--- config.mk ---
export PLATFORM = sky130hd
export DESIGN_NAME = otbn_mac_mul256_seq
export DESIGN_NICKNAME = d
export VERILOG_FILES = /design/src/rtl/otbn_mac_mul256_seq.sv
export SDC_FILE = /design/constraint.sdc
export NUM_CORES = 2
export LEC_CHECK = 0
export ABC_AREA = 1
export CAP_MARGIN = 20
export CORE_AREA = 5 5 712 714
export DETAILED_ROUTE_END_ITERATION = 12
export DIE_AREA = 0 0 717 719
export PLACE_DENSITY = 0.3
export SKIP_CTS_REPAIR_TIMING = 1
export SYNTH_ARGS = -nofsm -noshare
export SYNTH_HDL_FRONTEND = slang
export SYNTH_SLANG_ARGS = --single-unit
--- constraint.sdc ---
create_clock -name clk_i -period 2.2 [get_ports clk_i]
set_input_delay 0.55 -clock clk_i [delete_from_list [all_inputs] [get_ports clk_i]]
set_output_delay 0.55 -clock clk_i [all_outputs]
set_load 0.005 [all_outputs]
--- src/rtl/otbn_mac_mul256_seq.sv ---
// -----------------------------------------------------------------------------
// otbn_mac_mul256_seq
//
// Sequences a full 256x256 -> 512-bit multiply through the OTBN 64x64 MAC by
// issuing the 16 MULQACC steps of a schoolbook product. The operands are latched
// when the sequence starts. The lower 128 bits of the MAC adder result are
// collected on each shift-out step. The assembled product is published on
// result_o when the last step commits.
//
// Ports
//   clk_i, rst_i             clock, synchronous active-high reset
//   start_i                  begin a multiply (only sampled in IDLE)
//   abort_i                  cancel a running multiply (ignored in IDLE)
//   operand_a_i/_b_i [255:0] multiplicands, sampled with an accepted start
//   busy_o                   high while the sequence runs
//   done_o / err_o           one-cycle completion / integrity-abort pulses
//   result_o [511:0]         product, held until overwritten
//   mac_*_o                  MAC control: enable, commit, quarter-word selects,
//                            pre-accumulate shift, .Z/.SO/upper flags, predecode
//   mac_operand_a/b_o        latched operands fed to the MAC
//   mac_result_i [255:0]     MAC adder result of the current step
//   mac_stall_i              hold the current step
//   mac_intg_err_i           MAC accumulator integrity violation
//   dbg_state_o, dbg_step_o  FSM state (1 = RUN) and step counter
//
// Control semantics:
//   A start is accepted on any rising edge where start_i=1 and the FSM is
//   IDLE. While RUNning, a step is committed on every edge where mac_stall_i=0.
//   Priority inside RUN is integrity error > abort > step commit. Reset
//   overrides everything.
// -----------------------------------------------------------------------------
module otbn_mac_mul256_seq (
  input  logic         clk_i,
  input  logic         rst_i,
  input  logic         start_i,
  input  logic         abort_i,
  input  logic [255:0] operand_a_i,
  input  logic [255:0] operand_b_i,
  output logic         busy_o,
  output logic         done_o,
  output logic         err_o,
  output logic [511:0] result_o,
  output logic         mac_en_o,
  output logic         mac_commit_o,
  output logic [255:0] mac_operand_a_o,
  output logic [255:0] mac_operand_b_o,
  output logic [1:0]   mac_a_qw_sel_o,
  output logic [1:0]   mac_b_qw_sel_o,
  output logic [1:0]   mac_pre_acc_shift_o,
  output logic         mac_zero_acc_o,
  output logic         mac_shift_acc_o,
  output logic         mac_wr_hw_sel_upper_o,
  output logic         mac_predec_op_en_o,
  output logic         mac_predec_acc_rd_en_o,
  input  logic [255:0] mac_result_i,
  input  logic         mac_stall_i,
  input  logic         mac_intg_err_i,
  output logic         dbg_state_o,
  output logic [3:0]   dbg_step_o
);

  localparam int unsigned WLEN  = 256;
  localparam int unsigned QWLEN = 64;

  typedef enum logic {
    ST_IDLE = 1'b0,
    ST_RUN  = 1'b1
  } state_e;

  state_e            state_q, state_d;
  logic [3:0]        step_q, step_d;
  logic [WLEN-1:0]   op_a_q, op_a_d;
  logic [WLEN-1:0]   op_b_q, op_b_d;
  logic [2*WLEN-1:0] staging_q, staging_d;
  logic [2*WLEN-1:0] result_q, result_d;
  logic              done_q, done_d;
  logic              err_q, err_d;

  logic              run;
  logic              commit;
  logic [1:0]        a_qw, b_qw, shift_sel;
  logic              zero_f, so_f, upper_f;
  logic [2*QWLEN-1:0] res_lo;

  // Only the lower half of the adder result is ever shifted out.
  logic unused_mac_hi;
  assign unused_mac_hi = ^mac_result_i[WLEN-1:2*QWLEN];

  assign run    = (state_q == ST_RUN);
  assign commit = run & ~mac_stall_i;
  assign res_lo = mac_result_i[2*QWLEN-1:0];

  // Schoolbook schedule: partial products are grouped by column weight. Each
  // SO step retires the 128 finished bits at the bottom of the accumulator.
  always_comb begin
    a_qw      = 2'd0;
    b_qw      = 2'd0;
    shift_sel = 2'd0;
    zero_f    = 1'b0;
    so_f      = 1'b0;
    upper_f   = 1'b0;
    unique case (step_q)
      4'd0:  begin a_qw = 2'd0; b_qw = 2'd0; shift_sel = 2'd0; zero_f = 1'b1; end
      4'd1:  begin a_qw = 2'd1; b_qw = 2'd0; shift_sel = 2'd1; end
      4'd2:  begin a_qw = 2'd0; b_qw = 2'd1; shift_sel = 2'd1; so_f = 1'b1; end
      4'd3:  begin a_qw = 2'd2; b_qw = 2'd0; shift_sel = 2'd0; end
      4'd4:  begin a_qw = 2'd1; b_qw = 2'd1; shift_sel = 2'd0; end
      4'd5:  begin a_qw = 2'd0; b_qw = 2'd2; shift_sel = 2'd0; end
      4'd6:  begin a_qw = 2'd3; b_qw = 2'd0; shift_sel = 2'd1; end
      4'd7:  begin a_qw = 2'd2; b_qw = 2'd1; shift_sel = 2'd1; end
      4'd8:  begin a_qw = 2'd1; b_qw = 2'd2; shift_sel = 2'd1; end
      4'd9:  begin a_qw = 2'd0; b_qw = 2'd3; shift_sel = 2'd1; so_f = 1'b1; upper_f = 1'b1; end
      4'd10: begin a_qw = 2'd3; b_qw = 2'd1; shift_sel = 2'd0; end
      4'd11: begin a_qw = 2'd2; b_qw = 2'd2; shift_sel = 2'd0; end
      4'd12: begin a_qw = 2'd1; b_qw = 2'd3; shift_sel = 2'd0; end
      4'd13: begin a_qw = 2'd3; b_qw = 2'd2; shift_sel = 2'd1; end
      4'd14: begin a_qw = 2'd2; b_qw = 2'd3; shift_sel = 2'd1; so_f = 1'b1; end
      4'd15: begin a_qw = 2'd3; b_qw = 2'd3; shift_sel = 2'd0; so_f = 1'b1; upper_f = 1'b1; end
      default: ;
    endcase
  end

  always_comb begin
    state_d   = state_q;
    step_d    = step_q;
    op_a_d    = op_a_q;
    op_b_d    = op_b_q;
    staging_d = staging_q;
    result_d  = result_q;
    done_d    = 1'b0;
    err_d     = 1'b0;
    unique case (state_q)
      ST_IDLE: begin
        if (start_i) begin
          state_d = ST_RUN;
          step_d  = 4'd0;
          op_a_d  = operand_a_i;
          op_b_d  = operand_b_i;
        end
      end
      ST_RUN: begin
        if (mac_intg_err_i) begin
          // Corrupted accumulator: discard everything gathered so far.
          state_d   = ST_IDLE;
          step_d    = 4'd0;
          staging_d = '0;
          result_d  = '0;
          err_d     = 1'b1;
        end else if (abort_i) begin
          state_d = ST_IDLE;
          step_d  = 4'd0;
        end else if (commit) begin
          unique case (step_q)
            4'd2:  staging_d[127:0]   = res_lo;
            4'd9:  staging_d[255:128] = res_lo;
            4'd14: staging_d[383:256] = res_lo;
            4'd15: staging_d[511:384] = res_lo;
            default: ;
          endcase
          if (step_q == 4'd15) begin
            // Publish directly so the top quarter need not wait a cycle.
            result_d = {res_lo, staging_q[383:0]};
            done_d   = 1'b1;
            state_d  = ST_IDLE;
            step_d   = 4'd0;
          end else begin
            step_d = step_q + 4'd1;
          end
        end
      end
      default: state_d = ST_IDLE;
    endcase
  end

  always_ff @(posedge clk_i) begin
    if (rst_i) begin
      state_q   <= ST_IDLE;
      step_q    <= 4'd0;
      op_a_q    <= '0;
      op_b_q    <= '0;
      staging_q <= '0;
      result_q  <= '0;
      done_q    <= 1'b0;
      err_q     <= 1'b0;
    end else begin
      state_q   <= state_d;
      step_q    <= step_d;
      op_a_q    <= op_a_d;
      op_b_q    <= op_b_d;
      staging_q <= staging_d;
      result_q  <= result_d;
      done_q    <= done_d;
      err_q     <= err_d;
    end
  end

  assign busy_o   = run;
  assign done_o   = done_q;
  assign err_o    = err_q;
  assign result_o = result_q;

  assign mac_en_o              = run;
  assign mac_commit_o          = commit;
  assign mac_operand_a_o       = op_a_q;
  assign mac_operand_b_o       = op_b_q;
  assign mac_a_qw_sel_o        = run ? a_qw : 2'd0;
  assign mac_b_qw_sel_o        = run ? b_qw : 2'd0;
  assign mac_pre_acc_shift_o   = run ? shift_sel : 2'd0;
  assign mac_zero_acc_o        = run & zero_f;
  assign mac_shift_acc_o       = run & so_f;
  assign mac_wr_hw_sel_upper_o = run & upper_f;
  assign mac_predec_op_en_o    = run;
  assign mac_predec_acc_rd_en_o = run & ~zero_f;

  assign dbg_state_o = state_q;
  assign dbg_step_o  = step_q;

endmodule

==> out/metrics.cfg <==
[run_status]
run_status = finished, violations left
failing_checks = setup timing

[clock_tree]
clock-root-buffer = clkbuf_16
clock_latency_ps = 910
cts_tree = built
htreeDepth = 4
clock_sinks = 1415
clk_pin_slew_worst_paths_ps = 60
clock_path_buffers = 4
total_clock_buffers_created_by_cts = 200

[setup_path]
cp_data_required_time_ps = 1650
wp_data_arrival_ps = 2090
max_stage_delay_ps = 380
path_buf_inv = 2
critPathMaxFanout = 4
critical-path-slowest-cell = dfxtp_4
setup.worst_path.start_class = register
path_cells = ha_4 > buf_6 > a21oi_2 > nand3_1 > a21oi_2 > buf_2
setup.worst_path.end_class = primary output
worst-setup-path-type = register to primary output
worst_path_most_repeated_cell = a21oi_2
critPathTopFamily = flip-flops

[synthesis]
gate_count_after_technology_mapping = 8156
mappedNetlistArea_sq_mm = 0.0566
ys_seq_area_share_pct = 50.0
ys_top_cells_by_area = dfxtp_1 (50%), nor2_1 (14%), nand2_1 (11%)
synth_cell_types = 24
synth_compound_gate_area_share_pct = 10.8
synth-edff-count = 0
multiplexer_share_of_the_synthesized_area_pct = 0
synth.avg_cell_area_sq_um = 6.94
synth_xor_area_share_pct = 0
yosysWarnings = 0
synth_top_flop_cell = dfxtp_1
yosys.area_share.simple_pct = 31.4
synth_fa_ha_area_share_pct = 0.0884
mappedNetlistNets = 8934
ys_seq_elements = 1415
ys_top_cells_by_count = nor2_1 (2152), nand2_1 (1642), dfxtp_1 (1415)
main_combinational_cell_family_by_area_after_synthesis = simple AND/OR/NAND/NOR gates
postSynth.asyncResetShare_pct = 0
area_share_of_the_largest_cell_type_after_synthesis_pct = 50.0
synth_largest_area_cell = dfxtp_1
most_frequent_cell_after_synthesis = nor2_1

[floorplan]
die_w_um = 717
design.portCount = 1819
coreArea_sq_mm = 0.500
die-area_sq_mm = 0.516
starting_density_of_the_core_pct = 11.3
placement_rows = 260
die_height_um = 719

[sta]
report.final.hold_viol_count = 0
fin_crit_sh_pct = 120
grt_setup_unrepaired = yes
timing.final.max_slew_violations = 0
final_worst_setup_slack_ps = -439
fin_worst_skew_ps = 69.3
setup-violations-final = 11
timing.slew.headroom_pct = 61.1
setup_total_negative_slack_ps = -3620
clock.fmax_mhz = 379
period_needed_ps = 2640
fin_hold_ws_ps = 140
worst_pin_slew_ps = 578

[drt]
dr_total_vias = 62887
ant_nets = 0
route.detailed.drc = 0
post_drt_via_cell_ratio = 3.68
routed_wirelength_mm = 512
drt_pre_antenna_iters = 6
wire_per_inst_um = 29.9
drtIter0Drc = 4198

[placed_design]
placement.io_buffers = 1689
gp_congestion = 0.887
dpl.hpwl_mm = 421
placed_cells = 16623
placed_area_sq_mm = 0.0875
dpl_worst_slack_ps = -519

[cells_and_area]
drive_gt1_share_pct = 16.9
finish.utilization_pct = 19.4
finalNonFillerCells = 17108
fin_nets = 10972
final.fill_count = 56703
synthToLayoutAreaGrowth_pct = 71.4
postLayoutCellArea_sq_mm = 0.0971

[global_routing]
grt_first_pass_wirelength_mm = 641
grt_antenna_before_repair = 313
globalRoute.totalOverflow = 0
grt_max_degree = 70
grt_pass1_vias = 60748
grt_usage_pct = 18.8

[pwr]
seqPwrFrac_pct = 37.4
total_leakage_power_nw = 50.8
comb_power_share_pct = 16.4
worst_ir_drop_vdd_mv = 0.575
cellPowerDensity_mw_per_mm2 = 762
p_int_mw = 51.8
power_total_mw = 73.9
clock_power_share_pct = 46.2
power.share.switching_pct = 29.9
power.net_switching_mw = 22.1

[min_path]
hp-class = input port to register

[job]
number_of_max_cap_violations = 0

## cell type report
cell class / count / area, sq um / share of cell area, %
well taps: 6681 / 8360 / 8.61
flip-flops and latches: 1415 / 28600 / 29.5
clock inverters: 72 / 885 / 0.911
inverters: 341 / 1320 / 1.35
multi-input cells: 5724 / 24500 / 25.2
diodes: 70 / 175 / 0.180
repair buffers: 2512 / 27400 / 28.2
clock buffers: 293 / 5840 / 6.02
## kinds of logic after synthesis
logic type / Yosys count
compound gates: 1219
simple gates: 4497
buf+inv: 1020
fa+ha+maj: 4
other cells: 1
flops: 1415
## routing by layer
metal  up-vias  track usage [%]  part of all wire (%)
li1      30053                -                     -
met1     29707             18.8                    35
met2      2242             35.5                    52
met3       875             7.21                   8.8
met4        10             6.04                   4.6
met5         -                0                 0.011
## layout by cell type, fill, tap and decap left out, types with 22 or more instances in the layout
cell type,n
nor2_1,2140
buf_4,635
clkdlybuf4s50_1,644
dfxtp_2,129
inv_1,330
buf_6,31
buf_2,23
clkbuf_8,49
o21ai_0,513
a21oi_2,36
diode_2,70
dlymetal6s2s_1,718
nand3_1,684
clkbuf_1,44
buf_12,245
a21oi_1,663
dfxtp_1,1252
nand2_1,1614
dfxtp_4,34
clkinv_2,31
clkbuf_2,165
nand2_2,22
clkbuf_16,222
## worst min-delay path, cell delays in order
cell	delay, ps
buf_2	140
nand2_1	140
buf_4	130
nor2_1	30
## path summary, 6_finish.rpt
kind,startpoint,to,slack [ps],depth (start not counted)
worst max-delay path,dbg_step_o[1],mac_pre_acc_shift_o[0],-440,6
worst min-delay path,mac_intg_err_i,err_o,140,4
worst max register to register,dbg_step_o[1],result_o[155],10,12
worst min register to register,result_o[157],result_o[157],470,2
## registers in the layout (all words and copies together) (netlist names)
name             flops
done_o               1
dbg_step_o           4
mac_operand_b_o    256
staging_q          384
mac_operand_a_o    256
busy_o               1
result_o           512
err_o                1
## power groups by stage
stage                     clock network, mW  logic (mW)  registers, mW
final                                  34.2        12.1           27.7
after global routing                   36.4        13.1           27.8
after CTS                              35.6        12.4           27.7
after detailed placement                  0        12.4           28.2
after global placement                    0        12.5           28.2
after floorplan                           0        3.87           28.1
No activity file was read; power rests on OpenSTA's default activity.
